[config.mk]
export PLATFORM = sky130hd
export DESIGN_NAME = dsm_modulator
export DESIGN_NICKNAME = d
export VERILOG_FILES = /design/src/rtl/dsm_modulator.sv
export SDC_FILE = /design/constraint.sdc
export NUM_CORES = 1
export LEC_CHECK = 0
export BUFFER_PORTS_ARGS = -buffer_cell sky130_fd_sc_hd__buf_2
export CAP_MARGIN = 40
export CORE_MARGIN = 4
export CORE_UTILIZATION = 42
export DETAILED_ROUTE_END_ITERATION = 7
export PLACE_DENSITY = 0.6
export SYNTH_ARGS = -nofsm -noshare
export SYNTH_HDL_FRONTEND = slang
export SYNTH_SLANG_ARGS = --single-unit
[constraint.sdc]
create_clock -name i_clk -period 3.98 [get_ports i_clk]
set_input_delay 0.199 -clock i_clk [delete_from_list [all_inputs] [get_ports i_clk]]
set_output_delay 0.199 -clock i_clk [all_outputs]
set_load 0.1 [all_outputs]
[src/rtl/dsm_modulator.sv]
// Order-1/2 single-bit delta-sigma modulator with quantiser feedback, saturating integrators and sticky overload.
// o_data updates the cycle after an i_en tick; one-slot input buffer, o_ready low while a sample is pending.
module dsm_modulator #(
  parameter int DATA_WIDTH = 16,
  parameter int ORDER      = 2,
  parameter int ACC_WIDTH  = DATA_WIDTH + 4,
  parameter int OVL_LIMIT  = 8
) (
  input  logic                  i_clk,
  input  logic                  i_rst,
  input  logic                  i_en,
  input  logic                  i_valid,
  input  logic [DATA_WIDTH-1:0] i_data,
  output logic                  o_ready,
  output logic                  o_data,
  output logic                  o_tick,
  input  logic                  i_clr_overload,
  output logic                  o_overload
);

  localparam int SW = ACC_WIDTH + 2;
  localparam int CW = $clog2(OVL_LIMIT + 1);
  localparam logic [CW-1:0] LIM = CW'(OVL_LIMIT);

  localparam logic signed [SW-1:0] FS      = {{(SW-DATA_WIDTH){1'b0}}, 1'b1, {(DATA_WIDTH-1){1'b0}}};
  localparam logic signed [SW-1:0] ACC_MAX = {3'b000, {(ACC_WIDTH-1){1'b1}}};
  localparam logic signed [SW-1:0] ACC_MIN = {3'b111, {(ACC_WIDTH-1){1'b0}}};

  if (ORDER != 1 && ORDER != 2) begin : g_bad_order
    $error("dsm_modulator: ORDER must be 1 or 2");
  end
  if (ACC_WIDTH < DATA_WIDTH + 2) begin : g_bad_acc
    $error("dsm_modulator: ACC_WIDTH must be at least DATA_WIDTH+2");
  end
  if (OVL_LIMIT < 1) begin : g_bad_lim
    $error("dsm_modulator: OVL_LIMIT must be at least 1");
  end

  logic signed [DATA_WIDTH-1:0] smp_buf;
  logic signed [DATA_WIDTH-1:0] x_cur;
  logic                         pend;
  logic signed [ACC_WIDTH-1:0]  i1;
  logic signed [ACC_WIDTH-1:0]  i2;
  logic [CW-1:0]                ovl_cnt;

  logic signed [SW-1:0]         x_ext;
  logic signed [SW-1:0]         i1_ext;
  logic signed [SW-1:0]         i2_ext;
  logic signed [SW-1:0]         y;
  logic signed [SW-1:0]         sum1;
  logic signed [SW-1:0]         sum2;
  logic signed [ACC_WIDTH-1:0]  i1_nxt;
  logic signed [ACC_WIDTH-1:0]  i2_nxt;
  logic                         sat1;
  logic                         sat2;
  logic                         sat_tick;
  logic [CW-1:0]                cnt_inc;
  logic                         ovl_set;

  assign o_ready = ~pend;

  // Quantiser: sign of the last integrator, nothing else in the path.
  assign o_data = ~((ORDER == 1) ? i1[ACC_WIDTH-1] : i2[ACC_WIDTH-1]);

  always_comb begin
    x_ext  = {{(SW-DATA_WIDTH){x_cur[DATA_WIDTH-1]}}, x_cur};
    i1_ext = {{2{i1[ACC_WIDTH-1]}}, i1};
    i2_ext = {{2{i2[ACC_WIDTH-1]}}, i2};
    y      = o_data ? FS : -FS;
    sum1   = i1_ext + x_ext - y;
    sum2   = i2_ext + i1_ext - (y <<< 1);

    sat1   = 1'b0;
    i1_nxt = sum1[ACC_WIDTH-1:0];
    if (sum1 > ACC_MAX) begin
      sat1   = 1'b1;
      i1_nxt = ACC_MAX[ACC_WIDTH-1:0];
    end else if (sum1 < ACC_MIN) begin
      sat1   = 1'b1;
      i1_nxt = ACC_MIN[ACC_WIDTH-1:0];
    end

    sat2   = 1'b0;
    i2_nxt = sum2[ACC_WIDTH-1:0];
    if (sum2 > ACC_MAX) begin
      sat2   = 1'b1;
      i2_nxt = ACC_MAX[ACC_WIDTH-1:0];
    end else if (sum2 < ACC_MIN) begin
      sat2   = 1'b1;
      i2_nxt = ACC_MIN[ACC_WIDTH-1:0];
    end

    sat_tick = sat1 | ((ORDER == 2) & sat2);
    cnt_inc  = (ovl_cnt == LIM) ? LIM : ovl_cnt + CW'(1);
    ovl_set  = i_en & sat_tick & (cnt_inc == LIM);
  end

  always_ff @(posedge i_clk) begin
    if (i_rst) begin
      smp_buf    <= '0;
      x_cur      <= '0;
      pend       <= 1'b0;
      i1         <= '0;
      i2         <= '0;
      ovl_cnt    <= '0;
      o_overload <= 1'b0;
      o_tick     <= 1'b0;
    end else begin
      o_tick <= i_en;

      if (i_en) begin
        i1 <= i1_nxt;
        if (ORDER == 2) begin
          i2 <= i2_nxt;
        end
      end

      // A tick drains the slot; otherwise an empty slot may take a sample.
      if (i_en && pend) begin
        x_cur <= smp_buf;
        pend  <= 1'b0;
      end else if (i_valid && !pend) begin
        smp_buf <= i_data;
        pend    <= 1'b1;
      end

      if (ovl_set) begin
        ovl_cnt    <= LIM;
        o_overload <= 1'b1;
      end else if (i_clr_overload) begin
        ovl_cnt    <= '0;
        o_overload <= 1'b0;
      end else if (i_en) begin
        ovl_cnt <= sat_tick ? cnt_inc : '0;
      end
    end
  end

endmodule

==> results.md <==
- Gates resized during post-CTS repair numbered 0.
- The final-report hold violation count came to 0.
- The wire length of the first global-routing pass is 22,900 um.
- After routing, the total negative slack on setup checks comes to 0 ns.
- From synthesis to final layout, the design area changed by 8.54%.
- In this run the worst path has a maximum fanout of 14.
- The count of pins on the block boundary is 25.
- For this configuration, the core starts out at a cell density of 43.1%.
- Clock tree synthesis selected as its root buffer the cell sky130_fd_sc_hd__clkbuf_16.
- Broken down by cell family, the worst path's largest delay share belongs to simple AND/OR/NAND/NOR gates.
- The routed layout has 5,319 vias.
- The aggregate global-route resource usage is 16.7%.
- Based on the critical path, the design can be clocked at up to 273 MHz.
- The post-detailed-placement cell area is 0.00654 mm^2.
- Setup repair after global routing left no endpoint under its margin.
- The simple-gate area share of the yosys netlist is 19.3%.
- The sequential fraction of the synthesis area is 25.2%.
- In this run, synthesis produced a sequential element count of 79.
- The via count of the first global-routing pass is 4,888.
- After synthesis the cells add up to 0.00628 mm^2.
- The overall overflow remaining after global route is 0.
- Yosys attributes the largest share of cell area to sky130_fd_sc_hd__dfxtp_1 25%, sky130_fd_sc_hd__ha_1 15%, sky130_fd_sc_hd__inv_1 7.8%.
- After legalization and detailed placement, the total HPWL measured 10,400 um.
- The most frequent cell after synthesis is sky130_fd_sc_hd__inv_1.
- The quantity of I/O buffers inserted on ports is 24.
- The routed length per placed instance is 13.1 um.
- The post-detailed-route DRC marker count is 0.
- The number of buffers and inverters on the critical path is 3.
- The synthesized netlist devotes 22.5% of its cell area to compound gates.
- The distinct cell type count after synthesis is 74.
- The synthesized netlist net count is 932.
- The largest net degree at the start of global routing is 35.
- The fraction of layout instances using a drive strength above 1 is 11.5%.
- Summed over its instances, the top area cell type makes up 25.2% of the synthesized netlist area.
- Setup violations remaining at the end of the flow were counted as 0.
- The endpoint required time on the critical path is 4.23 ns.
- The first-pass detailed-route iteration total is 4.
- The initialized floorplan defines 44 standard-cell rows.
- The worst slew margin relative to its limit is 59.6%.
- The fraction of registers with async set or reset after synthesis is 0%.
- The clock net sink count is 79.
- The die span in x is 130 um.
- The number of clock buffers inserted by TritonCTS is 9.
- Measured on the finished design, the core utilization comes to 46.8%.
- The fraction of the cycle the final worst path needs is 92.2%.
- The maximum cell stage delay along the critical path is 0.55 ns.
- By area, the combinational part of the netlist is dominated by compound AO/OA/AOI/OAI gates.
- For this block, the routed nets add up to 13,500 um of wire.
- Of the post-synthesis cell area, the part taken by muxes is 0.159%.
- The worst endpoint data arrival time is 3.92 ns.
- The endpoint class of the critical path is a register.
- The number of buffers added to fix hold violations after cts is 0.
- The worst-path cell with the longest stage delay is sky130_fd_sc_hd__fa_1.
- The TritonCTS clock tree is yes.
- Between clock sinks in the finished design, the worst skew comes to 0.0105 ns.
- The max-capacitance violation count is 0.
- The startpoint of the most critical register-to-register path is x_cur[15].
- The critical path starts at x_cur[15].
- The most prevalent standard cell on the critical path is sky130_fd_sc_hd__inv_1.
- The later-pin clock latency in the skew report is 0.34 ns.
- The number of max-slew violations in the final report is 0.
- The largest total area in the synthesized netlist belongs to sky130_fd_sc_hd__dfxtp_1.
- The number of buffers added for setup after CTS is 0.
- Synthesis handed over a netlist of 828 instances.
- The area share of fa/ha/maj cells after synthesis is 17.2%.
- In this run the vertical extent of the chip is 130 um.
- For this run, the post-layout net count is 943.
- Walking the worst path, the cells encountered are inv_1 -> fa_1 -> inv_1 -> ha_1 -> nand2_1 -> nor4_1 -> and2_1 -> a221o_1 -> or3_4 -> nand2_2 -> o21ai_4 -> buf_4 -> a21oi_1 -> nor3_1.
- The element type at the critical path start is a register.
- The start point of the worst min-delay path is i_data[14].
- Sorting the synthesized cells by how often they occur yields 131 x sky130_fd_sc_hd__inv_1, 113 x sky130_fd_sc_hd__nand2_1, 80 x sky130_fd_sc_hd__a21oi_1.
- The actual transition at the worst max-transition pin is 0.605 ns.
- The number of synthesized flops with an enable pin is 0.
- The most used flip-flop cell after synthesis is sky130_fd_sc_hd__dfxtp_1.
- The critical setup path kind is reg2reg.
- For the finished layout, the period the worst path requires is 3.67 ns.
- After clock tree synthesis, the clock-pin slew on the worst setup and hold paths is 0.06 ns.
- The synthesized area divided by synthesized cell count is 7.59 um^2.
- The maximum clock insertion buffer count is 2.
- The flow ran to the end, and the final reports show no timing, DRC or antenna violations.
- The repair_antennas step left the layout with diodes totalling 0.
- The post-route antenna net violation count is 0.
- For this block, the initial DRC count from the detailed router was 311.
- The worst min-delay path category is in2reg.
- The floorplan step defined a die boundary enclosing 0.0170 mm^2.
- The CTS H-tree depth is 3.
- The finished cells cover 0.00682 mm^2.
- The core outline area is 0.0146 mm^2.
- Using the TritonRoute via totals, the vias-per-cell ratio works out to 5.17.
- The initial antenna violation count came to 0.
- Summing the areas of all xor and xnor instances in the mapped netlist gives 5.00% of the synthesized area.
- The congestion estimate from routability-driven global placement came to 0.884.
- The number of synthesis warnings is 0.
stage by stage:
step,cells,hold WS (ns),setup WS [ns]
2_1_floorplan,828,0.282,0.225
6_report,1028,0.0930,0.311
3_5_place_dp,1012,0.438,0.319
5_1_grt,1028,0.0886,0.0127
3_3_place_gp,1011,0.434,0.449
4_1_cts,1028,0.0790,0.262
registers in the layout (all words and copies together), names as in the netlist:
signal      flops
i1             20
i2             20
o_overload      1
o_tick          1
ovl_cnt         4
pend            1
smp_buf        16
x_cur          16
cell type report:
cell class | count | area [um^2]
repair buffers | 35 | 203
clock inverters | 6 | 46.3
clock buffers | 10 | 229
inverters | 131 | 492
flip-flops and latches | 79 | 1580
well taps | 184 | 230
multi-input cells | 583 | 4040
fillers | 1484 | 7770
worst min-delay path: stages:
cell	delay (ns)
sky130_fd_sc_hd__buf_2	0.09
sky130_fd_sc_hd__nand2_1	0.05
sky130_fd_sc_hd__a21oi_1	0.05
cells in the final DEF (no fill, tap or decap), types with 10 or more instances in the layout:
cell and n:
sky130_fd_sc_hd__o21ai_0 17, sky130_fd_sc_hd__xnor2_1 23, sky130_fd_sc_hd__ha_1 77, sky130_fd_sc_hd__buf_2 24
sky130_fd_sc_hd__nand2_1 113, sky130_fd_sc_hd__o211ai_1 10, sky130_fd_sc_hd__a21oi_2 10, sky130_fd_sc_hd__a21oi_1 80
sky130_fd_sc_hd__buf_4 11, sky130_fd_sc_hd__nor3_1 15, sky130_fd_sc_hd__nand3_1 14, sky130_fd_sc_hd__nor2_1 69
sky130_fd_sc_hd__xor2_1 11, sky130_fd_sc_hd__dfxtp_1 79, sky130_fd_sc_hd__a211oi_1 20, sky130_fd_sc_hd__inv_1 131
cells by family after synthesis:
group           after synthesis
compound gates              203
xor+xnor                     35
fa+ha+maj                    83
buf+inv                     166
flops                        79
mux                           1
simple gates                261
layer usage:
metal	part of all wire (%)	global-route usage, %
met5	0	0
met4	1.2	4.28
met3	2.9	3.40
met2	47	27.4
met1	49	22.6
path summary, 6_finish.rpt:
path / to / slack [ns] / depth (start not counted)
worst max-delay path: i1[3] / 0.31 / 14
worst min-delay path: smp_buf[14] / 0.09 / 3
worst max register to register: i1[3] / 0.31 / 14
worst min register to register: o_overload / 0.44 / 2
Power is left out: the tool's default activity adds up to more than one toggle a clock period on the data nets, which glitch-free logic cannot reach.
